### src/rtl/ahb_lcd_fifo_ctrl_if.sv
// AHB-Lite slave-side bus bundle for the LCD FIFO controller.
// Single clock domain; the slave never inserts wait states.
interface ahb_lcd_fifo_ctrl_if;
  logic        HSEL;
  logic [31:0] HADDR;
  logic [1:0]  HTRANS;
  logic        HWRITE;
  logic [31:0] HWDATA;
  logic        HREADY;
  logic        HREADYOUT;
  logic [31:0] HRDATA;

  modport master (
    output HSEL, HADDR, HTRANS, HWRITE, HWDATA, HREADY,
    input  HREADYOUT, HRDATA
  );

  modport slave (
    input  HSEL, HADDR, HTRANS, HWRITE, HWDATA, HREADY,
    output HREADYOUT, HRDATA
  );
endinterface

### src/rtl/ahb_lcd_fifo_ctrl.sv
// AHB-Lite HD44780 LCD writer: posted CMD/DATA bytes queue in a FIFO and a timed E-strobe engine drains it.
// Write->E rise in 2+SETUP_CYC cycles when idle; no wait states, pushes to a full FIFO drop and set ovf. LCD_IRQ_EN adds LCD_IRQ.
module ahb_lcd_fifo_ctrl #(
  parameter int LCD_DW     = 4,
  parameter int FIFO_DEPTH = 16,
  parameter int SETUP_CYC  = 5,
  parameter int E_HIGH_CYC = 75,
  parameter int HOLD_CYC   = 5,
  parameter int GAP_CYC    = 2500,
  parameter int LONG_CYC   = 80000
) (
  input  logic              HCLK,
  input  logic              HRESETn,
  ahb_lcd_fifo_ctrl_if.slave ahb,
  output logic [LCD_DW-1:0] LCD_DATA,
  output logic              LCD_RS,
  output logic              LCD_RW,
  output logic              LCD_E
`ifdef LCD_IRQ_EN
  ,
  output logic              LCD_IRQ
`endif
);

  typedef enum logic [2:0] {S_IDLE, S_SETUP, S_EHIGH, S_HOLD, S_GAP} state_t;

  typedef struct packed {
    logic       rs;
    logic       raw;
    logic [7:0] dat;
  } entry_t;

  localparam int AW   = (FIFO_DEPTH > 1) ? $clog2(FIFO_DEPTH) : 1;
  localparam int M1   = (SETUP_CYC > E_HIGH_CYC) ? SETUP_CYC : E_HIGH_CYC;
  localparam int M2   = (HOLD_CYC > GAP_CYC) ? HOLD_CYC : GAP_CYC;
  localparam int M3   = (M1 > M2) ? M1 : M2;
  localparam int MAXC = (M3 > LONG_CYC) ? M3 : LONG_CYC;
  localparam int TW   = $clog2(MAXC + 1);

  // Timer counts down to zero, so each load is the cycle count minus one.
  localparam logic [TW-1:0] T_SETUP = TW'(SETUP_CYC - 1);
  localparam logic [TW-1:0] T_EHIGH = TW'(E_HIGH_CYC - 1);
  localparam logic [TW-1:0] T_HOLD  = TW'(HOLD_CYC - 1);
  localparam logic [TW-1:0] T_GAP   = TW'(GAP_CYC - 1);
  localparam logic [TW-1:0] T_LONG  = TW'(LONG_CYC - 1);

  logic        ap_vld;
  logic        ap_wr;
  logic [1:0]  ap_addr;

  logic        wr_cmd, wr_dat, wr_stat, wr_ctrl, rd_vld;
  logic        push, pop, push_ok;
  entry_t      push_ent, head;
  entry_t      mem [FIFO_DEPTH];
  logic [AW:0] wr_ptr, rd_ptr, level;
  logic        full, empty, busy;

  logic        ovf;
  logic        ctrl_raw;
  logic        irq_bit;
  logic [31:0] stat_word, ctrl_word, rdata;

  state_t             state;
  logic [TW-1:0]      tmr;
  logic               lo_pend;
  logic               long_gap;
  logic [3:0]         lo_nib;
  logic [LCD_DW-1:0]  lcd_dat;
  logic               lcd_rs, lcd_e;
  logic [LCD_DW-1:0]  first_dat, second_dat;

  logic unused_bits;
  assign unused_bits = ^{ahb.HADDR[31:4], ahb.HADDR[1:0], ahb.HTRANS[0], ahb.HWDATA[31:8]};

  always_ff @(posedge HCLK or negedge HRESETn) begin
    if (!HRESETn) begin
      ap_vld  <= 1'b0;
      ap_wr   <= 1'b0;
      ap_addr <= 2'd0;
    end else if (ahb.HREADY) begin
      ap_vld  <= ahb.HSEL & ahb.HTRANS[1];
      ap_wr   <= ahb.HWRITE;
      ap_addr <= ahb.HADDR[3:2];
    end
  end

  assign wr_cmd  = ap_vld & ap_wr & (ap_addr == 2'd0);
  assign wr_dat  = ap_vld & ap_wr & (ap_addr == 2'd1);
  assign wr_stat = ap_vld & ap_wr & (ap_addr == 2'd2);
  assign wr_ctrl = ap_vld & ap_wr & (ap_addr == 2'd3);
  assign rd_vld  = ap_vld & ~ap_wr;

  // Raw single-nibble mode only means something on a 4-bit bus.
  assign push_ent.rs  = wr_dat;
  assign push_ent.raw = ctrl_raw & (LCD_DW == 4);
  assign push_ent.dat = ahb.HWDATA[7:0];

  assign level   = wr_ptr - rd_ptr;
  assign full    = (level == (AW + 1)'(FIFO_DEPTH));
  assign empty   = (level == '0);
  assign push    = wr_cmd | wr_dat;
  assign pop     = (state == S_IDLE) & ~empty;
  // A pop in the same cycle frees the slot a full-FIFO push needs.
  assign push_ok = push & (~full | pop);
  assign head    = mem[rd_ptr[AW-1:0]];
  assign busy    = (state != S_IDLE) | ~empty;

  always_ff @(posedge HCLK) begin
    if (push_ok) mem[wr_ptr[AW-1:0]] <= push_ent;
  end

  always_ff @(posedge HCLK or negedge HRESETn) begin
    if (!HRESETn) begin
      wr_ptr <= '0;
      rd_ptr <= '0;
    end else begin
      if (push_ok) wr_ptr <= wr_ptr + (AW + 1)'(1);
      if (pop)     rd_ptr <= rd_ptr + (AW + 1)'(1);
    end
  end

  always_ff @(posedge HCLK or negedge HRESETn) begin
    if (!HRESETn) begin
      ovf <= 1'b0;
    end else if (push & full & ~pop) begin
      ovf <= 1'b1;
    end else if (wr_stat & ahb.HWDATA[3]) begin
      ovf <= 1'b0;
    end
  end

`ifdef LCD_IRQ_EN
  logic ctrl_irq_en;
  logic lcd_irq;

  always_ff @(posedge HCLK or negedge HRESETn) begin
    if (!HRESETn) begin
      ctrl_raw    <= 1'b0;
      ctrl_irq_en <= 1'b0;
    end else if (wr_ctrl) begin
      ctrl_raw    <= ahb.HWDATA[1];
      ctrl_irq_en <= ahb.HWDATA[0];
    end
  end

  always_ff @(posedge HCLK or negedge HRESETn) begin
    if (!HRESETn) lcd_irq <= 1'b0;
    else          lcd_irq <= ctrl_irq_en & empty & (state == S_IDLE);
  end

  assign irq_bit = ctrl_irq_en;
  assign LCD_IRQ = lcd_irq;
`else
  logic unused_irq_wdata;
  assign unused_irq_wdata = ahb.HWDATA[0];

  always_ff @(posedge HCLK or negedge HRESETn) begin
    if (!HRESETn)     ctrl_raw <= 1'b0;
    else if (wr_ctrl) ctrl_raw <= ahb.HWDATA[1];
  end

  assign irq_bit = 1'b0;
`endif

  assign stat_word = {16'h0, 8'(level), 4'h0, ovf, empty, full, busy};
  assign ctrl_word = {30'h0, ctrl_raw, irq_bit};

  always_comb begin
    rdata = 32'h0;
    if (rd_vld) begin
      case (ap_addr)
        2'd2:    rdata = stat_word;
        2'd3:    rdata = ctrl_word;
        default: rdata = 32'h0;
      endcase
    end
  end

  assign ahb.HRDATA    = rdata;
  assign ahb.HREADYOUT = 1'b1;

  generate
    if (LCD_DW == 8) begin : g_dw8
      assign first_dat  = head.dat;
      assign second_dat = {4'h0, lo_nib};
    end else begin : g_dw4
      assign first_dat  = head.raw ? head.dat[3:0] : head.dat[7:4];
      assign second_dat = lo_nib;
    end
  endgenerate

  // Strobe engine; reset clears E asynchronously even mid-pulse.
  always_ff @(posedge HCLK or negedge HRESETn) begin
    if (!HRESETn) begin
      state    <= S_IDLE;
      tmr      <= '0;
      lo_pend  <= 1'b0;
      long_gap <= 1'b0;
      lo_nib   <= 4'h0;
      lcd_dat  <= '0;
      lcd_rs   <= 1'b0;
      lcd_e    <= 1'b0;
    end else begin
      case (state)
        S_IDLE: begin
          if (!empty) begin
            lcd_rs   <= head.rs;
            lcd_dat  <= first_dat;
            lo_nib   <= head.dat[3:0];
            lo_pend  <= (LCD_DW == 4) && !head.raw;
            long_gap <= !head.rs && (head.dat inside {8'h01, 8'h02, 8'h03});
            tmr      <= T_SETUP;
            state    <= S_SETUP;
          end
        end
        S_SETUP: begin
          if (tmr == '0) begin
            lcd_e <= 1'b1;
            tmr   <= T_EHIGH;
            state <= S_EHIGH;
          end else begin
            tmr <= tmr - TW'(1);
          end
        end
        S_EHIGH: begin
          if (tmr == '0) begin
            lcd_e <= 1'b0;
            tmr   <= T_HOLD;
            state <= S_HOLD;
          end else begin
            tmr <= tmr - TW'(1);
          end
        end
        S_HOLD: begin
          if (tmr == '0) begin
            if (lo_pend) begin
              lo_pend <= 1'b0;
              lcd_dat <= second_dat;
              tmr     <= T_SETUP;
              state   <= S_SETUP;
            end else begin
              tmr   <= long_gap ? T_LONG : T_GAP;
              state <= S_GAP;
            end
          end else begin
            tmr <= tmr - TW'(1);
          end
        end
        S_GAP: begin
          if (tmr == '0) state <= S_IDLE;
          else           tmr   <= tmr - TW'(1);
        end
        default: state <= S_IDLE;
      endcase
    end
  end

  assign LCD_DATA = lcd_dat;
  assign LCD_RS   = lcd_rs;
  assign LCD_E    = lcd_e;
  assign LCD_RW   = 1'b0;

endmodule

### src/flat_wrapper.sv
// flat-port wrapper written by rule: the top's interface ports become plain ports
module ahb_lcd_fifo_ctrl_flat 
#(
  parameter int LCD_DW     = 4,
  parameter int FIFO_DEPTH = 16,
  parameter int SETUP_CYC  = 5,
  parameter int E_HIGH_CYC = 75,
  parameter int HOLD_CYC   = 5,
  parameter int GAP_CYC    = 2500,
  parameter int LONG_CYC   = 80000
)
  (HCLK, HRESETn, LCD_DATA, LCD_RS, LCD_RW, LCD_E, ahb_HSEL, ahb_HADDR, ahb_HTRANS, ahb_HWRITE, ahb_HWDATA, ahb_HREADY, ahb_HREADYOUT, ahb_HRDATA);
  ahb_lcd_fifo_ctrl_if ahb_i ();
  input  logic HCLK;
  input  logic HRESETn;
  output logic [LCD_DW-1:0] LCD_DATA;
  output logic LCD_RS;
  output logic LCD_RW;
  output logic LCD_E;
  input wire logic [$bits(ahb_i.HSEL)-1:0] ahb_HSEL;
  input wire logic [$bits(ahb_i.HADDR)-1:0] ahb_HADDR;
  input wire logic [$bits(ahb_i.HTRANS)-1:0] ahb_HTRANS;
  input wire logic [$bits(ahb_i.HWRITE)-1:0] ahb_HWRITE;
  input wire logic [$bits(ahb_i.HWDATA)-1:0] ahb_HWDATA;
  input wire logic [$bits(ahb_i.HREADY)-1:0] ahb_HREADY;
  output wire logic [$bits(ahb_i.HREADYOUT)-1:0] ahb_HREADYOUT;
  output wire logic [$bits(ahb_i.HRDATA)-1:0] ahb_HRDATA;
  assign ahb_i.HSEL = ahb_HSEL;
  assign ahb_i.HADDR = ahb_HADDR;
  assign ahb_i.HTRANS = ahb_HTRANS;
  assign ahb_i.HWRITE = ahb_HWRITE;
  assign ahb_i.HWDATA = ahb_HWDATA;
  assign ahb_i.HREADY = ahb_HREADY;
  assign ahb_HREADYOUT = ahb_i.HREADYOUT;
  assign ahb_HRDATA = ahb_i.HRDATA;
  ahb_lcd_fifo_ctrl #(.LCD_DW(LCD_DW), .FIFO_DEPTH(FIFO_DEPTH), .SETUP_CYC(SETUP_CYC), .E_HIGH_CYC(E_HIGH_CYC), .HOLD_CYC(HOLD_CYC), .GAP_CYC(GAP_CYC), .LONG_CYC(LONG_CYC)) u_core (.HCLK(HCLK), .HRESETn(HRESETn), .ahb(ahb_i), .LCD_DATA(LCD_DATA), .LCD_RS(LCD_RS), .LCD_RW(LCD_RW), .LCD_E(LCD_E));
endmodule
### config.mk
export PLATFORM = sky130hd
export DESIGN_NAME = ahb_lcd_fifo_ctrl_flat
export DESIGN_NICKNAME = d
export VERILOG_FILES = /design/src/rtl/ahb_lcd_fifo_ctrl_if.sv /design/src/rtl/ahb_lcd_fifo_ctrl.sv /design/src/flat_wrapper.sv
export SDC_FILE = /design/constraint.sdc
export NUM_CORES = 1
export LEC_CHECK = 0
export CORE_ASPECT_RATIO = 1.4
export CORE_MARGIN = 3
export CORE_UTILIZATION = 49
export DETAILED_ROUTE_END_ITERATION = 8
export PLACE_DENSITY = 0.71
export RECOVER_POWER = 25
export SYNTH_ARGS = -nofsm -noshare
export SYNTH_HDL_FRONTEND = slang
export SYNTH_SLANG_ARGS = --single-unit
### constraint.sdc
create_clock -name HCLK -period 5.3 [get_ports HCLK]
set_clock_uncertainty 0.1 [all_clocks]
set_input_delay 1.06 -clock HCLK [delete_from_list [all_inputs] [get_ports HCLK]]
set_output_delay 1.06 -clock HCLK [all_outputs]
set_load 0.01 [all_outputs]
# [Yosys cells after proc, flatten, opt, wreduce, memory -nomap -nowiden]
# Memories as Yosys holds them, arrays and structs flattened.
# Index checks and enable logic that the tools add are counted.
[op_classes] n_addsub=4 n_bitwise=19 n_reduce_logical=19 mux=31 eq_ne=18
[ops] op="17-bit two-way mux" n=7
[ops] op="17-bit one-hot mux with 5 select lines" n=1
[ops] op="32-bit two-way mux" n=1
[ops] op="13-bit one-hot mux with 2 select lines" n=1
[ops] op="3-bit two-way mux" n=6
[ops] op="17-bit zero test" n=1
[ops] op="17-bit by 1-bit subtractor with 17-bit output (second input constant)" n=1
[ops] op="8-bit by 2-bit == test with 1-bit output (second input constant)" n=2
[ops] op="4-bit two-way mux" n=4
[ops] op="3-bit one-hot mux with 5 select lines" n=1
[ops] op="1-bit AND" n=12
[ops] op="5-bit by 1-bit adder with 5-bit output (second input constant)" n=2
[ops] op="2-bit by 1-bit inequality test with 1-bit output (second input constant)" n=5
[ops] op="3-bit AND reduction" n=3
[ops] op="8-bit by 1-bit == test with 1-bit output (second input constant)" n=1
[ops] op="4-bit one-hot mux with 2 select lines" n=1
[ops] op="1-bit two-way mux" n=7
[ops] op="3-bit by 2-bit == test with 1-bit output (second input constant)" n=2
[ops] op="2-bit nonzero test" n=3
[ops] op="3-bit nonzero test" n=2
[ops] op="5-bit == test (second input constant)" n=1
[ops] op="5-bit zero test" n=1
[ops] op="5-bit AND reduction" n=1
[ops] op="5-bit nonzero test" n=1
[ops] op="15 further kinds" n=24
[word_totals] in_bits=71 reg_bits=48 ram_bits=160 output_inout_bits=40 memories=1 wordCells=107
[mem_list] memory="u_core.mem" depth=16 word_bits=10 rd=1 rd_ports_with_merged_regs=0 wr=1 line_no="ahb_lcd_fifo_ctrl.sv:54" text="entry_t mem [FIFO_DEPTH];"

# [Depth between registers and ports, before layout]
[depth] word_depth=8 mapped_depth=12 mapped_depth_nobuf=10

# [Worst setup path before layout]
# No wires, ideal clock.
[synth_timing] kind="register to register" from="reg u_core.rd_ptr[1]" to="mem u_core.mem[3][0] in the netlist's numbering (enable)" t_arrival_ns=3.310 path_stages_with_launch=13 setup_slack_ns=1.514 period_less_slack_ns=3.786 t_required_ns=4.824 path_cell_list="dfrtp_1 > clkbuf_1 > inv_1 > buf_1 > ha_1 > nor2b_1 > o21ai_0 > nand2_1 > xnor2_1 > o41a_1 > buf_2 > or3b_2 > nor2_1"
[synth_via] elab_chain_len=8
[synth_rtl] element="start, declared" line_no="ahb_lcd_fifo_ctrl.sv:55" text="logic [AW:0] wr_ptr, rd_ptr, level;"
[synth_rtl] element="start signal, assigned" line_no="ahb_lcd_fifo_ctrl.sv:118" text="if (pop) rd_ptr <= rd_ptr + (AW + 1)'(1);"
[synth_rtl] element="5-bit subtractor *" line_no="ahb_lcd_fifo_ctrl.sv:98" text="assign level = wr_ptr - rd_ptr;"
[synth_rtl] element="5-bit zero test" line_no="ahb_lcd_fifo_ctrl.sv:100" text="assign empty = (level == '0);"
[synth_rtl] element="1-bit NOT (no source line)"
[synth_rtl] element="1-bit AND" line_no="ahb_lcd_fifo_ctrl.sv:102" text="assign pop = (state == S_IDLE) & ~empty;"
[synth_rtl] element="1-bit bitwise OR *" line_no="ahb_lcd_fifo_ctrl.sv:104" text="assign push_ok = push & (~full | pop);"
[synth_rtl] element="1-bit AND *" line_no="ahb_lcd_fifo_ctrl.sv:104"
[synth_rtl] element="1-bit two-way mux *" line_no="ahb_lcd_fifo_ctrl.sv:109" text="if (push_ok) mem[wr_ptr[AW-1:0]] <= push_ent;"
[synth_rtl] element="1-bit two-way mux (not written as such) *" line_no="ahb_lcd_fifo_ctrl.sv:109"
[synth_rtl] element="end, declared" line_no="ahb_lcd_fifo_ctrl.sv:54"
# Every way passes the cells marked *; elsewhere a longest branch is shown, timed or not.

# [Final worst setup path]
[layout_timing] from="reg u_core.wr_ptr[0]" to="out ahb_HRDATA[1]"
[layout_via] elab_chain_len=4
[layout_rtl] element="start, declared" line_no="ahb_lcd_fifo_ctrl.sv:55"
[layout_rtl] element="start signal, assigned" line_no="ahb_lcd_fifo_ctrl.sv:117" text="if (push_ok) wr_ptr <= wr_ptr + (AW + 1)'(1);"
[layout_rtl] element="5-bit subtractor" line_no="ahb_lcd_fifo_ctrl.sv:98"
[layout_rtl] element="5-bit == test" line_no="ahb_lcd_fifo_ctrl.sv:99" text="assign full = (level == (AW + 1)'(FIFO_DEPTH));"
[layout_rtl] element="13-bit one-hot mux with 2 select lines" line_no="ahb_lcd_fifo_ctrl.sv:171" text="case (ap_addr)"
[layout_rtl] element="32-bit two-way mux" line_no="ahb_lcd_fifo_ctrl.sv:170" text="if (rd_vld) begin"
[layout_rtl] element="end, declared" line_no="flat_wrapper.sv:27" text="output wire logic [$bits(ahb_i.HRDATA)-1:0] ahb_HRDATA;"
# No other way between the ends.

==> summary.md <==
| Metric | Value |
|---|---|
| Synth Cell Area | 9410 µm² |
| Clock root buffer master | clkbuf_16 |
| Final wirelength | ~21000 µm |
| Hold Path End | u_core.tmr[13]$_DFFE_PN0P_ |
| CTS tree | done |
| Post-CTS Hold Buffers | 0 |
| Antenna violations before repair | 0 |
| Number of synthesized flops with an enable pin | 160 |
| CP Cell Sequence | inv_1, ha_1, fa_1, nand2b_1, a21oi_1, or3_1, nand2_1, nor4_1, a21oi_1, nor3_1, clkdlybuf4s50_1 |
| Count of final setup violators | 0 |
| Final hold violation count | 0 |
| VDD IR max | 0.000296 V |
| Worst path most repeated cell | a21oi_1 |
| Required @ worst endpoint | 4.14 ns |
| Setup tns final | 0 ns |
| Placed insts | around 940 |
| Largest net degree at the start of global routing | 49 |
| Max-slew headroom | -0.769 |
| Buffer count from post-CTS setup fixing | 0 |
| First-pass GRT wire length | 32700 µm |
| Leakage | 3.81 nW |
| Drt drc | 0 |
| DPL Wire Length | roughly 14000 µm |
| Area post-placement | 9950 µm² |
| Synth Instances | roughly 670 |
| Vias in the first global route | 5929 |
| Initial core utilization | 0.502 |
| CORE AREA | approximately 19000 µm² |
| Count of cells resized by post-cts repair | 0 |
| Share of layout cells above drive strength 1 | 0.132 |
| Max-slew violation count | 49 |
| Clock Latency Late Sink | ~0.50 ns |
| Largest stage delay on the critical path | ~0.57 ns |
| IO Count | 111 |
| Vias post-DR | 5734 |
| Post-layout nets | 800 |
| H-tree depth | 1 |
| Register area share after synthesis | 0.638 |
| Met3 GRT Util | 0.0263 |
| Max Root-Sink Buffers | 3 |
| Die X | approximately 120 µm |
| Detailed Routing Iterations Pass 1 | 5 |
| Die height | around 170 µm |
| CTS clk-pin slew, worst paths | ~0.06 ns |
| Ys flop type | edfxtp_1 |
| Non-filler instance count after layout | 974 |
| Yosys cell types | 60 |
| R2r setup slk | 1.76 ns |
| CP Capture Type | primary output |
| FF-to-FF End | u_core.mem[2][5]$_DFFE_PP_ |
| Routing usage on met2 | 0.372 |
| Met1 Usage GRT | 0.244 |
| Status | finished with violations |
| Power after layout | 4.86 mW |
| Max-Cap Viols | 1 |
| R2R depth | 11 |
| Final GP Congestion | 0.922 |
| Pwr per Cell Area | 461 nW/µm² |
| Highest-delay cell along the critical path | clkdlybuf4s50_1 |
| Setup WS pre-CTS | 1.24 ns |
| ANT nets after route | 0 |
| Final instance area | around 11000 µm² |
| TritonCTS buffer count | 21 |
| Worst setup SP type | register |
| Leading cell type in the layout, fill and taps excluded | edfxtp_1 |
| RSZ-0062 raised after global routing | no |
| DIE AREA | about 21000 µm² |
| Arrival time worst endpoint | 3.40 ns |
| Delay-heaviest family, CP | simple AND/OR/NAND/NOR gates |
| Hold path cells | 1 |
| Worst slew pin tran | approximately 2.7 ns |
| Worst min-delay path class | reg2reg |
| Setup Crit Path Kind | reg2out |
| Fillers | 1493 |
| R2R Path Start | u_core.rd_ptr[1]$_DFFE_PN0P_ |
| DR vias/cell | 5.89 |
| Final worst slack | 0.737 ns |
| CTS sink cnt | 208 |
| Yosys Warn Count | 0 |
| Port Buf Inserts | 30 |
| Cell Rows | 59 |
| Final Cycle Share | 0.861 |
| Gr usage total | 0.202 |
| Seq cells post-synth | 208 |
| Failing checks | max-capacitance violations, max-slew violations |
| Most frequent cells in the layout | edfxtp_1, nand2_1, nor2_1 |
| Worst Hold Launch | u_core.tmr[13]$_DFFE_PN0P_ |
| Crit path time final | 4.56 ns |
| Async SR Flop Fraction | 0.231 |
| Routed len/inst | 21.4 µm |
| FMAX | roughly 220 MHz |
| Buf/Inv on CP | 2 |
| CP Max Fanout | 4 |
| Grt total ovfl | 0 |
| # diodes | 0 |
| Area growth from synthesis to layout | 12.1% |
| Syn_area_per_cell | 14.0 µm² |
| Layer with the highest usage | met2 |
| Initial DRC count | around 550 |
cell families (layout without fill, tap and decap cells):
group	after synthesis	count (layout)	synth area share
AOI/OAI and AO/OA	109	109	0.0791
xor gates and xnor gates	15	15	0.0140
adders and majority gates	12	12	0.0168
buffers and inverters	73	109	0.0428
DFF	208	208	0.638
muxes	55	55	0.111
other	2	25	0.000798
and+or+nand+nor	197	197	0.0973
worst max-delay path by stage:
stage	start	end	slack (ns)	cells after the start
6_report	u_core.wr_ptr[0]$_DFFE_PN0P_	ahb_HRDATA[1]	0.74	11
5_1_grt	u_core.wr_ptr[0]$_DFFE_PN0P_	ahb_HRDATA[1]	0.50	11
4_1_cts	u_core.wr_ptr[0]$_DFFE_PN0P_	ahb_HRDATA[1]	0.72	11
3_5_place_dp	u_core.wr_ptr[0]$_DFFE_PN0P_	ahb_HRDATA[1]	1.24	11
3_3_place_gp	u_core.wr_ptr[0]$_DFFE_PN0P_	ahb_HRDATA[2]	1.30	10
2_1_floorplan	u_core.rd_ptr[1]$_DFFE_PN0P_	u_core.mem[3][0]$_DFFE_PP_	1.51	12
where the power goes:
part           switching [mW]  internal, mW  leakage [nW]
combinational           0.782         0.642          1.48
sequential              0.186          1.92          2.03
clock                   0.602         0.729         0.295
total                    1.57          3.29          3.81
state kept, by name, indices dropped and copies added (netlist names):
signal / count
u_core.LCD_DATA: 4
u_core.LCD_E: 1
u_core.LCD_RS: 1
u_core.ap_addr: 2
u_core.ap_vld: 1
u_core.ap_wr: 1
u_core.ctrl_raw: 1
u_core.lo_nib: 4
u_core.lo_pend: 1
u_core.long_gap: 1
u_core.mem: 160
u_core.ovf: 1
u_core.rd_ptr: 5
u_core.state: 3
u_core.tmr: 17
u_core.wr_ptr: 5
stage by stage:
step,hold WS (ns),util
3_3_place_gp,0.369,0.530
5_1_grt,0.391,0.562
3_5_place_dp,0.372,0.530
6_report,0.387,0.562
2_1_floorplan,0.349,-
4_1_cts,0.384,0.563
synth_stat cells (all sizes together), types with 7 or more instances:
master  number  share of area
ha          11          0.015
mux2i       12          0.013
dfrtp       48           0.13
buf         40          0.030
edfxtp     160           0.51
o21ai       26          0.014
nor2        53          0.021
mux4        37          0.091
a21oi       19          0.010
clkbuf      14         0.0056
nor3        23          0.012
inv         19         0.0076
or3          7         0.0047
nand3       17         0.0090
o31ai        7         0.0056
xnor2       10         0.0093
a211oi       9         0.0072
nand2       60          0.024
metal layers:
metal | wire length (µm) | up-vias
li1 | - | 2612
met1 | 7900 | 2884
met2 | 11300 | 188
met3 | 853 | 50
met4 | 761 | 0
met5 | 0 | -
layout make-up:
| cell class | count | area [µm²] | share of cell area |
|---|---|---|---|
| clock buffer | 23 | 533 | 0.0505 |
| tap | 244 | 305 | 0.0289 |
| inverter | 19 | 71.3 | 0.00676 |
| sequential | 208 | 6010 | 0.570 |
| multi-input combinational | 413 | 3090 | 0.293 |
| timing repair buffer | 54 | 470 | 0.0446 |
| clock inverter | 13 | 72.6 | 0.00688 |
Power figures use the tool's default switching activity.
